==> config.mk <==
export PLATFORM = sky130hd
export DESIGN_NAME = redmule_w_dbuf
export DESIGN_NICKNAME = d
export VERILOG_FILES = /design/src/rtl/redmule_w_dbuf.sv
export SDC_FILE = /design/constraint.sdc
export NUM_CORES = 2
export LEC_CHECK = 0
export CORE_MARGIN = 4
export CORE_UTILIZATION = 55
export DETAILED_ROUTE_END_ITERATION = 8
export PLACE_DENSITY = 0.79
export SLEW_MARGIN = 20
export SYNTH_ARGS = -nofsm -noshare
export SYNTH_HDL_FRONTEND = slang
export SYNTH_SLANG_ARGS = --single-unit
==> constraint.sdc <==
create_clock -name clk_i -period 4.2 [get_ports clk_i]
set_input_delay 1.05 -clock clk_i [delete_from_list [all_inputs] [get_ports clk_i]]
set_output_delay 1.05 -clock clk_i [all_outputs]
set_load 0.005 [all_outputs]
==> src/rtl/redmule_w_dbuf.sv <==
// redmule_w_dbuf -- double-buffered weight staging buffer.
//
// Two banks of H rows x D elements. Rows are loaded one at a time into the
// write bank. A bank becomes readable once its last row lands. The read side
// presents one element per row on w_o and walks the element index on each
// shift_i. After reps_i full passes it hands the bank back to the writer.
//
// Ports
//   clk_i, rst_ni          clock, asynchronous active-low reset
//   clear_i                synchronous flush of counters/pointers/flags
//   load_valid_i/ready_o   row handshake; load_data_i carries D elements
//   width_i, height_i      valid elements per row / valid rows per bank
//   reps_i                 read passes per bank (0 behaves as 1)
//   shift_i                advance the read element index
//   w_o, w_valid_o         one element per row, valid while read bank full
//   full_o                 per-bank full flags

// Storage for one row position across both banks.
module redmule_w_dbuf_row #(
    parameter int unsigned D    = 18,
    parameter int unsigned BITW = 16,
    parameter int unsigned IW   = 5
) (
    input  logic                       clk_i,
    input  logic                       rst_ni,
    input  logic [1:0]                 we_i,
    input  logic [D-1:0][BITW-1:0]     row_i,
    input  logic                       rd_bank_i,
    input  logic [IW-1:0]              rd_idx_i,
    output logic [BITW-1:0]            elem_o
);

    logic [1:0][D-1:0][BITW-1:0] mem_q;

    always_ff @(posedge clk_i or negedge rst_ni) begin
        if (!rst_ni) begin
            mem_q <= '0;
        end else begin
            for (int b = 0; b < 2; b++) begin
                if (we_i[b]) mem_q[b] <= row_i;
            end
        end
    end

    assign elem_o = mem_q[rd_bank_i][rd_idx_i];

endmodule

module redmule_w_dbuf #(
    parameter int unsigned DW   = 288,
    parameter int unsigned BITW = 16,
    parameter int unsigned H    = 4,
    localparam int unsigned D   = DW / BITW,
    localparam int unsigned RW  = $clog2(H + 1),
    localparam int unsigned IW  = $clog2(D)
) (
    input  logic                clk_i,
    input  logic                rst_ni,
    input  logic                clear_i,
    input  logic                load_valid_i,
    output logic                load_ready_o,
    input  logic [DW-1:0]       load_data_i,
    input  logic [IW:0]         width_i,
    input  logic [RW-1:0]       height_i,
    input  logic [7:0]          reps_i,
    input  logic                shift_i,
    output logic [H*BITW-1:0]   w_o,
    output logic                w_valid_o,
    output logic [1:0]          full_o
);

    logic              wr_bank_q, wr_bank_d;
    logic              rd_bank_q, rd_bank_d;
    logic [RW-1:0]     wr_row_q,  wr_row_d;
    logic [IW-1:0]     rd_idx_q,  rd_idx_d;
    logic [7:0]        rd_pass_q, rd_pass_d;
    logic [1:0]        full_q,    full_d;

    logic              accept, shift_ok, row_last, idx_last, pass_last;
    logic [7:0]        reps_eff;
    logic              row_in_range;

    logic [D-1:0][BITW-1:0] wr_row_data;
    logic [H-1:0][BITW-1:0] lane;

    assign load_ready_o = !full_q[wr_bank_q];
    assign w_valid_o    = full_q[rd_bank_q];
    assign full_o       = full_q;

    assign accept    = load_valid_i && load_ready_o;
    assign shift_ok  = shift_i && w_valid_o;
    assign row_last  = (wr_row_q == RW'(H - 1));
    assign idx_last  = (rd_idx_q == IW'(D - 1));
    assign reps_eff  = (reps_i == 8'd0) ? 8'd1 : reps_i;
    assign pass_last = (rd_pass_q == reps_eff - 8'd1);

    // Rows beyond height_i are stored as all-zero so the read side never
    // has to know the configured shape.
    assign row_in_range = (wr_row_q < height_i);

    for (genvar d = 0; d < D; d++) begin : g_pad
        assign wr_row_data[d] = (row_in_range && (width_i > (IW+1)'(d)))
                              ? load_data_i[d*BITW +: BITW] : '0;
    end

    for (genvar h = 0; h < H; h++) begin : g_row
        logic       hit;
        logic [1:0] we;
        // clear_i wins over a load offered in the same cycle.
        assign hit = accept && !clear_i && (wr_row_q == RW'(h));
        assign we  = {hit && wr_bank_q, hit && !wr_bank_q};

        redmule_w_dbuf_row #(
            .D    (D),
            .BITW (BITW),
            .IW   (IW)
        ) i_row (
            .clk_i     (clk_i),
            .rst_ni    (rst_ni),
            .we_i      (we),
            .row_i     (wr_row_data),
            .rd_bank_i (rd_bank_q),
            .rd_idx_i  (rd_idx_q),
            .elem_o    (lane[h])
        );
    end

    assign w_o = w_valid_o ? lane : '0;

    // Read and write sides only ever touch different banks in the same
    // cycle (write needs !full, release needs full), so both updates to
    // full_d can be applied independently.
    always_comb begin
        wr_bank_d = wr_bank_q;
        rd_bank_d = rd_bank_q;
        wr_row_d  = wr_row_q;
        rd_idx_d  = rd_idx_q;
        rd_pass_d = rd_pass_q;
        full_d    = full_q;
        if (clear_i) begin
            wr_bank_d = 1'b0;
            rd_bank_d = 1'b0;
            wr_row_d  = '0;
            rd_idx_d  = '0;
            rd_pass_d = '0;
            full_d    = '0;
        end else begin
            if (shift_ok) begin
                if (idx_last) begin
                    rd_idx_d = '0;
                    if (pass_last) begin
                        rd_pass_d         = '0;
                        rd_bank_d         = !rd_bank_q;
                        full_d[rd_bank_q] = 1'b0;
                    end else begin
                        rd_pass_d = rd_pass_q + 8'd1;
                    end
                end else begin
                    rd_idx_d = rd_idx_q + IW'(1);
                end
            end
            if (accept) begin
                if (row_last) begin
                    wr_row_d          = '0;
                    wr_bank_d         = !wr_bank_q;
                    full_d[wr_bank_q] = 1'b1;
                end else begin
                    wr_row_d = wr_row_q + RW'(1);
                end
            end
        end
    end

    always_ff @(posedge clk_i or negedge rst_ni) begin
        if (!rst_ni) begin
            wr_bank_q <= 1'b0;
            rd_bank_q <= 1'b0;
            wr_row_q  <= '0;
            rd_idx_q  <= '0;
            rd_pass_q <= '0;
            full_q    <= '0;
        end else begin
            wr_bank_q <= wr_bank_d;
            rd_bank_q <= rd_bank_d;
            wr_row_q  <= wr_row_d;
            rd_idx_q  <= rd_idx_d;
            rd_pass_q <= rd_pass_d;
            full_q    <= full_d;
        end
    end

    // Shape and repeat count must hold steady while any bank is mid-load
    // or being read out.
    logic busy;
    assign busy = (wr_row_q != '0) || w_valid_o;

    a_cfg_stable: assert property (
        @(posedge clk_i) disable iff (!rst_ni || clear_i)
        busy |-> ($stable(width_i) && $stable(height_i) && $stable(reps_i))
    );

endmodule

# --- Word level (Yosys, flattened, before mapping) ---
# Index checks and enable logic that the tools add are counted.
word_totals:
  ff_bits: 2324
op_classes:
  n_addsub: 4
  order_cmp: 24
  eq_ne: 5
  mux: 68
  bitwise_logic: 3
  n_reduce_logical: 49
op_table:
  columns: ["operator", "n"]
  rows:
  - ["$mux 288", 8]
  - ["$mux 16", 22]
  - ["$bmux 16 s5", 4]
  - ["$mux 64", 1]
  - ["$gt 6x4->1 const B", 8]
  - ["$mux 8", 5]
  - ["$logic_and 1x1->1", 35]
  - ["$gt 6x3->1 const B", 4]
  - ["$mux 5", 3]
  - ["$mux 2", 7]
  - ["$mux 1", 13]
  - ["$gt 6x1->1 const B", 2]
  - ["$gt 6x2->1 const B", 2]
  - ["$gt 6x5->1 const B", 2]
  - ["$reduce_bool 2->1", 5]
  - ["$mux 3", 3]
  - ["$add 8x1->8 const B", 1]
  - ["$eq 8x8->1", 1]
  - ["$logic_not 8->1", 1]
  - ["$sub 8x1->8 const B", 1]
  - ["$eq 3x2->1 const B", 2]
  - ["$lt 5x6->1 const B", 1]
  - ["$add 5x1->5 const B", 1]
  - ["$eq 5x5->1 const B", 1]
  - ["13 further kinds", 20]

# --- Depth between registers and ports, before layout ---
logic_depth:
  depth_word: 14
  mapped_depth: 11
  depth_no_buf: 9

# --- By module ---
# A second synthesis with hierarchy kept.
hier_totals:
  hier_cells: 6978
  hier_area_um2: 107192.8
by_module_without_submodules:
  columns: ["module", "n_inst", "cells_each", "area_per_inst_um2", "seq_area_each_um2"]
  rows:
  - ["redmule_w_dbuf_row", 4, 1600, 25808.5, 14413.8]
  - ["redmule_w_dbuf", 1, 578, 3958.8, 500.5]

# --- Worst setup path before layout ---
# Ideal clock, no wire load.
synth_path:
  kind: "flip-flop to output port"
  startpoint: "register rd_idx_q[0]"
  endpoint: "output w_o[17]"
  t_arrival_ps: 2240
  required_time_ps: 3150
  setup_slack_ps: 910
  stages_incl_launch_ff: 8
  path_buffers: 3
  cell_sequence: "dfrtp_1 buf_2 buf_1 buf_1 mux4_2 mux4_2 a22oi_1 nand2_1"
synth_between:
  elab_chain_len: 3
synth_rtl:
  columns: ["element", "line", "source"]
  rows:
  - ["start, declared", "75", "logic [IW-1:0] rd_idx_q, rd_idx_d;"]
  - ["start signal, assigned", "186", "rd_idx_q <= rd_idx_d;"]
  - ["$bmux 16 s5", "45", "assign elem_o = mem_q[rd_bank_i][rd_idx_i];"]
  - ["$mux 16 (not written as such)", "45", null]
  - ["$mux 64", "128", "assign w_o = w_valid_o ? lane : '0;"]
  - ["end, declared", "67", "output logic [H*BITW-1:0] w_o,"]
# Every way passes these cells. The select of a mux whose other input is x is not followed.

# --- Worst setup path in the final report ---
layout_path:
  startpoint: "register rd_bank_q"
  endpoint: "output w_o[62]"
layout_between:
  elab_chain_len: 5
  word_cells_on_any_way: 7
layout_rtl:
  columns: ["element", "line", "source"]
  rows:
  - ["start, declared", "73", "logic rd_bank_q, rd_bank_d;"]
  - ["start signal, assigned", "184", "rd_bank_q <= rd_bank_d;"]
  - ["$mux 288 (not written as such) (2 in series)", "45", null]
  - ["$bmux 16 s5", "45", null]
  - ["$mux 16 (not written as such)", "45", null]
  - ["$mux 64 (*)", "128", null]
# Mark *: on every way between the ends. The rest lies on a longest branch, timed or not. The select of a mux whose other input is x is not followed.

==> flow_results.org <==
** Floorplanning
- After floorplanning, the core was sized to cover 181500 um^2.
- Site row count :: 156
- Die boundary height :: 436.0 um
- I/O pins :: 378
- From left edge to right edge, the die measures 436.0 um.
- Initial Util :: 55.51%
- The floorplan step defined a die boundary enclosing 190100 um^2.

** Synthesis
- The share of the Yosys chip area taken by registers is 57.71%.
- Yosys mapped the design onto 55 distinct sky130hd cell types.
- The synthesized netlist devotes 12.49% of its cell area to compound gates.
- The most used flip-flop cell after synthesis is sky130_fd_sc_hd__dfrtp_1.
- Combinational family with the most area after synthesis :: multiplexers
- The cell area that synthesis handed to floorplanning was 100800 um^2.
- The synthesized netlist devotes 10.82% of its cell area to simple gates.
- After synthesis, the share of flip-flops with an asynchronous set or reset is 100.0%.
- Count of state elements after synthesis :: 2324
- Net Count, Synth :: 9397
- During synthesis, Yosys emitted a total of 0 warnings.
- The synthesized netlist devotes 0.09560% of its cell area to XOR and XNOR gates.
- Each instance of the synthesized netlist takes up on average 11.10 um^2.
- Synthesis produced 9077 cells.
- Fraction of the mapped netlist area in adder cells :: 0.1242%
- Count of flip-flops with a built-in enable after synthesis :: 0
- Fraction of synthesized area in multiplexers :: 15.64%
- Summed over its instances, the top area cell type makes up 57.71% of the synthesized netlist area.
- Most area-hungry cell type in the Yosys netlist :: sky130_fd_sc_hd__dfrtp_1
- Sorting the synthesized cells by area gives the leading types as sky130_fd_sc_hd__dfrtp_1, sky130_fd_sc_hd__mux4_2, sky130_fd_sc_hd__o21ai_0.

** Critical path
- CP Data Required Time :: 3.15 ns
- Startpoint class of the critical path :: flop
- The critical path is of the reg2out type.
- CP Data Arrival Time :: 4.01 ns
- Top fanout value on the critical path :: 4
- Critical path capture point type :: output port
- For the worst flop-to-flop path, the logic depth is 7.

** Drt
- The final route contains 81213 vias.
- The final layout contains routed wiring with a total length of 364.0 mm.
- Routed met2 length :: 155.9 mm
- Uppermost layer routed :: met5
- Wire length the detailed router placed on met1 :: 120.3 mm
- Met3 WL :: 49.95 mm
- After detailed routing, the average wire length per cell comes to 29.92 um.
- Initial drt markers :: 12145
- Dividing the detail-routed via count by the number of cells gives 6.677.
- Final ANT Viol Nets :: 0
- After detailed routing, the number of remaining DRC violations is 3.
- The first detailed-routing pass ran for 9 iterations.

** Clock tree
- In this run, CTS created clock tree buffers numbering 218.
- The cell sitting at the root of the clock tree is a sky130_fd_sc_hd__clkbuf_16.
- Number of clock sinks :: 2324
- Cts hold-fix bufs :: 0
- Largest buffer count on any clock path :: 3
- For the worst-skew pair, the clock arrives at the later sink with an insertion delay of 0.89 ns.
- In this run the number of H-tree levels came out at 4.
- Clock transition at path regs :: 0.07 ns
- TritonCTS built the clock tree.

** Pwr
- Overall power consumption after layout is estimated at 57010 uW.
- Worst supply voltage drop on vdd :: 0.4615 mV
- Power density over cell area :: 470.8 nW/um^2
- Static leakage :: 0.05322 uW

** STA
- Worst slew pin tran :: 0.8705 ns
- Smallest hold slack :: 0.1711 ns
- Setup violation total in the final timing report :: 64
- Highest clock rate :: 0.1977 GHz
- The worst pin sits at a relative slew slack of 41.97%.
- Setup repair after global routing could not meet its margin everywhere.
- Tmin final :: 5.057 ns
- The hold violation count in the final report is 0.
- Across the routed clock network, the largest skew measured is 0.02952 ns.
- After layout, the worst setup slack is -0.8571 ns.
- The final critical path takes up 120.4% of the cycle.
- Final Max Tran Viols :: 0

** Hold path
- The min-delay analysis places its worst path in the category in2async.

** Layout
- The layout has 11776 filler cells.
- Leaving out fill and tap cells, the most frequent cell in the layout is sky130_fd_sc_hd__nand2_1.
- Most frequent cells in the layout :: sky130_fd_sc_hd__nand2_1, sky130_fd_sc_hd__dfrtp_1, sky130_fd_sc_hd__o21ai_0, sky130_fd_sc_hd__mux4_2, sky130_fd_sc_hd__clkdlybuf4s50_1
- Count of nets after finishing :: 9912
- At the end of the flow the core is filled with cells to 66.71%.
- Fraction of final layout cells sized beyond drive strength 1 :: 19.90%
- Once layout is done, the placed cells without fillers occupy 121100 um^2.
- Summing all multi-input logic gate instances after layout gives 40570 um^2.
- Compared with the post-synthesis result, the final layout area differs by 20.16%.
- Register area :: 58170 um^2
- The finished layout holds 12164 standard cells, fillers aside.

** Global routing
- Across every metal layer, demand over resource in global routing totals 37.76%.
- Total overflow reported by the global router :: 0
- Number of global-route vias before repair :: 82179
- Global-route wire length before repair :: 533.7 mm
- Number of antenna violations at the first check in global routing :: 28
- Pin count of the biggest net entering global routing :: 155

** Run
- Number of maximum-capacitance violations :: 0

** Place
- Post-Place Cell Area :: 109800 um^2
- Summed over all nets, the half-perimeter wirelength after detailed placement is 233.9 mm.
- Including well taps, the total number of placed cells is 11549.
- Number of buffers added on ports :: 377
- Routability-driven placement finished with a final weighted congestion of 0.9370.

** Run status
- Status :: finished with violations
- The checks that failed: DRC, setup timing.
power breakdown:
group | switching (uW) | leakage [uW] | internal [uW]
sequential | 1590 | 0.0315 | 25000
clock | 9010 | 0.00371 | 11800
combinational | 5780 | 0.0180 | 3850
total | 16400 | 0.0532 | 40600
synthesized netlist by cell type, types with 17 or more instances:
cell,n
sky130_fd_sc_hd__nand2_1,2723
sky130_fd_sc_hd__nand3_1,17
sky130_fd_sc_hd__buf_1,20
sky130_fd_sc_hd__a22oi_1,55
sky130_fd_sc_hd__buf_6,27
sky130_fd_sc_hd__clkbuf_1,532
sky130_fd_sc_hd__mux4_2,694
sky130_fd_sc_hd__nor2_1,20
sky130_fd_sc_hd__nor2b_1,19
sky130_fd_sc_hd__buf_2,130
sky130_fd_sc_hd__o21ai_0,2316
sky130_fd_sc_hd__nor3_1,19
sky130_fd_sc_hd__a21oi_1,33
sky130_fd_sc_hd__dfrtp_1,2324
worst max-delay path, stage by stage (launching register included):
cell and delay (ns):
sky130_fd_sc_hd__dfrtp_4 0.51, sky130_fd_sc_hd__buf_12 0.16, sky130_fd_sc_hd__buf_12 0.12, sky130_fd_sc_hd__buf_16 0.14, sky130_fd_sc_hd__buf_16 0.13, sky130_fd_sc_hd__buf_8 0.12, sky130_fd_sc_hd__buf_6 0.12, sky130_fd_sc_hd__mux4_2 0.49
sky130_fd_sc_hd__mux4_2 0.72, sky130_fd_sc_hd__o221ai_4 0.28, sky130_fd_sc_hd__a21oi_4 0.14, sky130_fd_sc_hd__buf_2 0.17
final timing paths:
kind	start	to	slack (ns)
hold reg to reg	g_row[2].i_row.mem_q[342]$_DFFE_PN0P_	g_row[2].i_row.mem_q[342]$_DFFE_PN0P_	0.47
setup reg to reg	rd_idx_q[0]$_DFFE_PN0P_	rd_bank_q$_DFFE_PN0P_	0.63
hold / removal	rst_ni	g_row[1].i_row.mem_q[284]$_DFFE_PN0P_	0.17
min in group clk_i	g_row[2].i_row.mem_q[342]$_DFFE_PN0P_	g_row[2].i_row.mem_q[342]$_DFFE_PN0P_	0.47
setup / recovery	rd_bank_q$_DFFE_PN0P_	w_o[62]	-0.86
max in group asynchronous	rst_ni	g_row[1].i_row.mem_q[255]$_DFFE_PN0P_	2.68
logic make-up after synthesis:
family,count (synthesis)
simple gates,2839
compound gates,2455
flops,2324
buf+inv,732
mux,706
xor+xnor,11
fa+ha+maj,10
flip-flops by register name (all words and copies together), names as in the netlist:
| signal | cells |
|---|---|
| rd_bank_q | 1 |
| wr_bank_q | 1 |
| g_row.i_row.mem_q | 2304 |
| rd_idx_q | 5 |
| rd_pass_q | 8 |
| full_o | 2 |
| wr_row_q | 3 |
area by class of cell:
cell class | instances | share of cell area (%)
Timing Repair Buffer | 1015 | 9.730
Inverter | 12 | 0.03720
Tap cell | 2370 | 2.449
Clock inverter | 94 | 0.9351
Antenna cell | 14 | 0.02893
Clock buffer | 314 | 5.276
Sequential cell | 2324 | 48.04
Multi-Input combinational cell | 6021 | 33.50
through the flow:
step	TNS, ns	worst slack [ns]
after global routing	-43.56	-0.8961
after floorplan	0	0.9103
after CTS	-38.83	-0.7966
after detailed placement	-6.913	-0.7183
final	-42.86	-0.8571
after global placement	-7.742	-0.7381
timing repair:
item / CTS / global route
setup buffers: 150 / 76
setup endpoints to repair: 64 / 65
pin swaps: 110 / 83
gates resized for setup: 604 / 159
cloned: 18 / 3
metal layers:
| metal | vias up | track usage (%) |
|---|---|---|
| met1 | 40742 | 47.46 |
| met2 | 6107 | 53.23 |
| li1 | 32759 | - |
| met5 | - | 0 |
| met4 | 28 | 30.77 |
| met3 | 1577 | 13.06 |
No activity file was read; power rests on OpenSTA's default activity.
